==> config.mk <==
export PLATFORM = sky130hd
export DESIGN_NAME = qam_word_feeder
export DESIGN_NICKNAME = d
export VERILOG_FILES = /design/src/rtl/qam_word_feeder.sv
export SDC_FILE = /design/constraint.sdc
export NUM_CORES = 1
export LEC_CHECK = 0
export CELL_PAD_IN_SITES_DETAIL_PLACEMENT = 1
export CELL_PAD_IN_SITES_GLOBAL_PLACEMENT = 1
export CORE_UTILIZATION = 40
export CTS_CLUSTER_SIZE = 20
export DETAILED_ROUTE_END_ITERATION = 8
export GPL_ROUTABILITY_DRIVEN = 0
export PLACE_DENSITY = 0.72
export SYNTH_ARGS = -nofsm -noshare
export SYNTH_HDL_FRONTEND = slang
export SYNTH_SLANG_ARGS = --single-unit
==> constraint.sdc <==
create_clock -name i_dclk -period 10.94 [get_ports i_dclk]
set_input_delay 1.094 -clock i_dclk [delete_from_list [all_inputs] [get_ports i_dclk]]
set_output_delay 1.094 -clock i_dclk [all_outputs]
set_load 0.01 [all_outputs]
==> src/rtl/qam_word_feeder.sv <==
// Word feeder for the QAM modulator: FIFO-buffered payload, one word presented per dbufempt rise.
// Optional payload whitening with a 32-bit Galois LFSR when QAM_FEEDER_SCRAMBLE_EN is defined.
module qam_word_feeder #(
  parameter int unsigned DEPTH = 8,
  parameter int unsigned AW    = 3
) (
  input  logic          i_dclk,
  input  logic          i_rstn,
  input  logic [31:0]   i_wr_data,
  input  logic          i_wr_valid,
  output logic          o_wr_ready,
  input  logic          i_dbufempt,
  output logic [31:0]   o_data,
  output logic          o_data_vld,
  output logic [AW:0]   o_level,
  output logic          o_underrun
);

  localparam int unsigned LW = AW + 1;
  localparam logic [LW-1:0] LevelFull = LW'(DEPTH);

  typedef enum logic [0:0] {StEmpty, StLoaded} state_e;

  state_e        r_state;
  state_e        w_state_d;
  logic          r_dbufempt_q;
  logic [31:0]   r_mem [DEPTH];
  logic [AW-1:0] r_wptr;
  logic [AW-1:0] r_rptr;
  logic [LW-1:0] r_level;
  logic [31:0]   r_data;
  logic          r_underrun;

  logic          w_adv;
  logic          w_empty;
  logic          w_push;
  logic          w_pop;
  logic          w_clear;
  logic [31:0]   w_head;
  logic [31:0]   w_load_word;

  assign w_adv      = i_dbufempt & ~r_dbufempt_q;
  assign w_empty    = (r_level == '0);
  assign o_wr_ready = (r_level != LevelFull);
  assign w_push     = i_wr_valid & o_wr_ready;
  assign w_head     = r_mem[r_rptr];

`ifdef QAM_FEEDER_SCRAMBLE_EN
  localparam logic [31:0] LfsrPoly = 32'h04C1_1DB7;
  logic [31:0] r_lfsr;

  // The LFSR steps only on real loads, so the underrun zero word leaves it untouched.
  always_ff @(posedge i_dclk or negedge i_rstn) begin
    if (!i_rstn) begin
      r_lfsr <= 32'hFFFF_FFFF;
    end else if (w_pop) begin
      r_lfsr <= {r_lfsr[30:0], 1'b0} ^ (r_lfsr[31] ? LfsrPoly : 32'h0);
    end
  end

  assign w_load_word = w_head ^ r_lfsr;
`else
  assign w_load_word = w_head;
`endif

  // FSM state register
  always_ff @(posedge i_dclk or negedge i_rstn) begin
    if (!i_rstn) begin
      r_state <= StEmpty;
    end else begin
      r_state <= w_state_d;
    end
  end

  // FSM next state
  always_comb begin
    w_state_d = r_state;
    unique case (r_state)
      StEmpty:  if (!w_empty)          w_state_d = StLoaded;
      StLoaded: if (w_adv && w_empty)  w_state_d = StEmpty;
      default:                         w_state_d = StEmpty;
    endcase
  end

  // FSM outputs; EMPTY loads from the registered level regardless of adv
  always_comb begin
    w_pop      = 1'b0;
    w_clear    = 1'b0;
    o_data_vld = 1'b0;
    unique case (r_state)
      StEmpty: begin
        w_pop = ~w_empty;
      end
      StLoaded: begin
        o_data_vld = 1'b1;
        w_pop      = w_adv & ~w_empty;
        w_clear    = w_adv & w_empty;
      end
      default: ;
    endcase
  end

  // FIFO storage carries no reset; pointers alone define validity
  always_ff @(posedge i_dclk) begin
    if (w_push) begin
      r_mem[r_wptr] <= i_wr_data;
    end
  end

  always_ff @(posedge i_dclk or negedge i_rstn) begin
    if (!i_rstn) begin
      r_dbufempt_q <= 1'b0;
      r_wptr       <= '0;
      r_rptr       <= '0;
      r_level      <= '0;
      r_data       <= '0;
      r_underrun   <= 1'b0;
    end else begin
      r_dbufempt_q <= i_dbufempt;
      r_underrun   <= w_adv & w_empty;
      if (w_push) begin
        r_wptr <= r_wptr + AW'(1);
      end
      if (w_pop) begin
        r_rptr <= r_rptr + AW'(1);
        r_data <= w_load_word;
      end else if (w_clear) begin
        r_data <= '0;
      end
      if (w_push && !w_pop) begin
        r_level <= r_level + LW'(1);
      end else if (w_pop && !w_push) begin
        r_level <= r_level - LW'(1);
      end
    end
  end

  assign o_data     = r_data;
  assign o_level    = r_level;
  assign o_underrun = r_underrun;

endmodule

==> summary.md <==
| Metric | Value |
|---|---|
| Status | complete, no violations |
| TritonCTS Buffers | 30 |
| Avg WL per Cell | 21.89 µm |
| Register Area | 8818 µm² |
| Internal power | 2536 µW |
| Number of H-tree levels | 1 |
| Critical Path Start Type | input port |
| Sw Pwr | 992.2 µW |
| Core Area | 27710 µm² |
| Port bufs | 74 |
| Worst Path Arrival | 3.69 ns |
| Final Hold Vio Count | 0 |
| Crit path max-delay family | compound AO/OA/AOI/OAI gates |
| Unrepaired setup endpoints after global routing | no |
| Synthesized cell area | 11260 µm² |
| Die area | 28820 µm² |
| CP cell instances | clkdlybuf4s50_1 -> nand2b_1 -> a21oi_1 -> inv_1 -> ha_1 -> inv_1 -> ha_1 -> a21o_1 -> a2111oi_0 -> o31ai_1 |
| Setup TNS | 0 ns |
| Synth Warn # | 0 |
| Setup ws final | 7.662 ns |
| Post-route cell area | 13500 µm² |
| DP HPWL | 12580 µm |
| Setup bufs post-CTS | 0 |
| Sequential fraction of the synthesis area | 78.29% |
| CTS Hold Bufs | 0 |
| Routed Antenna Nets | 0 |
| Post_cts resized | 0 |
| Final setup viols | 0 |
| Placed Area | 12490 µm² |
| Reg clk slew, reported paths | 0.06 ns |
| Initial antenna violation count | 0 |
| Layout Skew | 0.02376 ns |
| Max_cap viols | 0 |
| Classification of the worst setup path | in -> reg |
| DR vias | 5368 |
| Worst Path Required | 11.35 ns |
| Initial core utilization | 40.63% |
| Die Y | 169.8 µm |
| First-pass GRT wire length | 35530 µm |
| Largest net degree at the start of global routing | 67 |
| Cell Rows | 61 |
| Slew Viols, Final | 0 |
| Initial DRT Pass Iterations | 4 |
| Mapped Nets | 585 |
| Synth Instances | 543 |
| Nets@finish | 673 |
| CTS tree | done |
| Logic pwr share | 25.9% |
| Overall routing resource usage | 16.53% |
| Sink Count | 301 |
| Area of the multi-input gates | 2389 µm² |
| Post-Syn Area per Cell | 20.73 µm² |
| #FFs+latches synth | 301 |
| Number of global-route vias before repair | 6026 |
| CP endpoint kind | flop |
| Measured slew at the worst slew-check pin | 1.210 ns |
| Power Density | 261.4 nW/µm² |
| Max Buffers Root-to-Sink | 3 |
| GRT overflow | 0 |
| Die width | 169.8 µm |
| Reg power frac | 45.1% |
| Share of layout cells above drive strength 1 | 20.37% |
| Slowest CP cell | clkdlybuf4s50_1 |
| Critical path's largest stage delay | 0.49 ns |
| Detailed-route DRC error count | 0 |
| Sw frac | 28.12% |
| Post-synthesis cell type count | 29 |
| Routed Wire Length | 22590 µm |
| Class of the worst hold path | reg -> reg |
| Vias per Instance | 5.202 |
| Maximum vdd ir drop | 0.1589 mV |
| Leakage | 0.004537 µW |
| Bufs and invs on worst path | 3 |
| Clk_lat worst skew | 0.56 ns |
| First DRT Iteration DRCs | 386 |
| Fin crit share | 29.96% |
| Top-Level Pins | 75 |
| Layout fillers | 2513 |
| Clk network pwr share | 29.0% |
| Slew headroom | 19.16% |
| Minimum clock period | 3.278 ns |
| Area grow syn2layout | 19.88% |
| Pre-CTS setup slack | 7.085 ns |
| Setup slack, reg-to-reg | 7.83 ns |
| CTS root buf | clkbuf_16 |
| CP max FO | 6 |
| Achievable clock frequency | 305.1 MHz |
## worst register-to-register path: stages (launching register included)
cell and delay (ns):
dfrtp_1 0.46, nor4_2 0.79, a21oi_1 0.23, inv_1 0.11, ha_1 0.21, inv_1 0.14
ha_1 0.29, a21o_1 0.21, a2111oi_0 0.40, o31ai_1 0.14
## flip-flops by register name (all words and copies together) (netlist names)
name,cells
r_state,1
r_mem,256
o_underrun,1
o_data,32
r_dbufempt_q,1
o_level,4
r_rptr,3
r_wptr,3
## power groups by stage
stage	clock, µW	sequential, µW	combinational [µW]
floorplan	0	1600	576
global placement	0	1600	896
detailed placement	0	1610	929
CTS	1040	1590	938
global route	1090	1620	997
finish	1020	1590	914
## synth_stat cells (all sizes together)
library cell	number	area (µm²)
inv	5	18.77
a222oi	1	10.01
o31ai	1	7.510
a21o	1	7.510
nor4	1	12.51
buf	13	71.32
xnor2	4	35.03
ha	5	62.56
xor2	2	17.52
a21oi	2	10.01
nor3	5	25.02
clkbuf	12	45.04
nand2	71	266.5
mux2	4	48.79
nand2b	4	25.02
a2111oi	1	8.760
or4b	1	10.01
mux2i	1	10.01
a22oi	31	232.7
mux4	64	1441
and2	1	6.260
edfxtp	256	7687
dfrtp	45	1126
a211oi	2	15.01
fa	1	20.02
nor2	7	26.28
o21ai	2	10.01
## metal layers
layer | vias up | GRT usage (%) | wire, µm
met4 | 0 | 3.486 | 386
li1 | 2360 | - | -
met2 | 135 | 28.35 | 11550
met3 | 33 | 2.752 | 1257
met5 | - | 0 | 0
met1 | 2840 | 22.25 | 9401
## placed cells by master, fill, tap and decap left out, types with 2 or more instances in the layout
cell             Yosys  final
nand2b_1             4      4
ha_1                 5      5
nor2_4               0      6
clkinv_2             0      4
edfxtp_1           256    256
a22oi_1             31     31
clkbuf_8             0      5
nor3_1               5      3
xnor2_1              4      4
clkbuf_1            12      5
nor3_2               0      2
a21oi_1              2      2
inv_1                5      5
o21ai_0              2      2
clkbuf_16            0     30
nand2_1             71     71
a211oi_4             0      2
mux2_2               3      3
mux4_2              64     64
xor2_1               2      2
clkinv_1             0      5
buf_4                0      7
clkdlybuf4s50_1      0     73
dfrtp_1             45     43
bufinv_16            0      3
## cells by family (layout without fill, tap and decap cells)
family	Yosys count	count (layout)	share of synthesized area, %
simple gates	90	90	3.301
mux	69	69	13.33
flops	301	301	78.29
compound gates	41	41	2.679
xor+xnor	6	6	0.4668
buf+inv	30	140	1.200
fa+ha+maj	6	6	0.7336
other cells	0	1	0
## final cells by class
cell class	count	share of cell area (%)
sequential	301	65.34
multi-input combinational	212	17.70
clock buffer	40	6.212
timing repair buffer	81	5.841
tap	378	3.505
clock inverter	14	1.242
inverter	5	0.1391
antenna	1	0.01854
## stage by stage
stage	utilization, %	std cells	total power (µW)	hold slack, ns
after floorplan	-	543	2172	0.4670
after global placement	45.07	977	2492	0.4543
after detailed placement	45.07	977	2543	0.4584
after CTS	48.70	1031	3576	0.4718
after global routing	48.70	1031	3700	0.4826
final	48.71	1032	3528	0.4666
## path summary, 6_finish.rpt
check,startpoint,endpoint,depth (start not counted)
worst min register to register,o_data[23],o_data[23],2
worst max-delay path,i_dbufempt,o_level[3],10
max in group asynchronous,i_rstn,r_rptr[0],2
worst min-delay path,o_data[23],o_data[23],2
worst max register to register,o_level[1],o_level[3],9
min in group asynchronous,i_rstn,o_data[13],2
No activity file was read; power rests on OpenSTA's default activity.
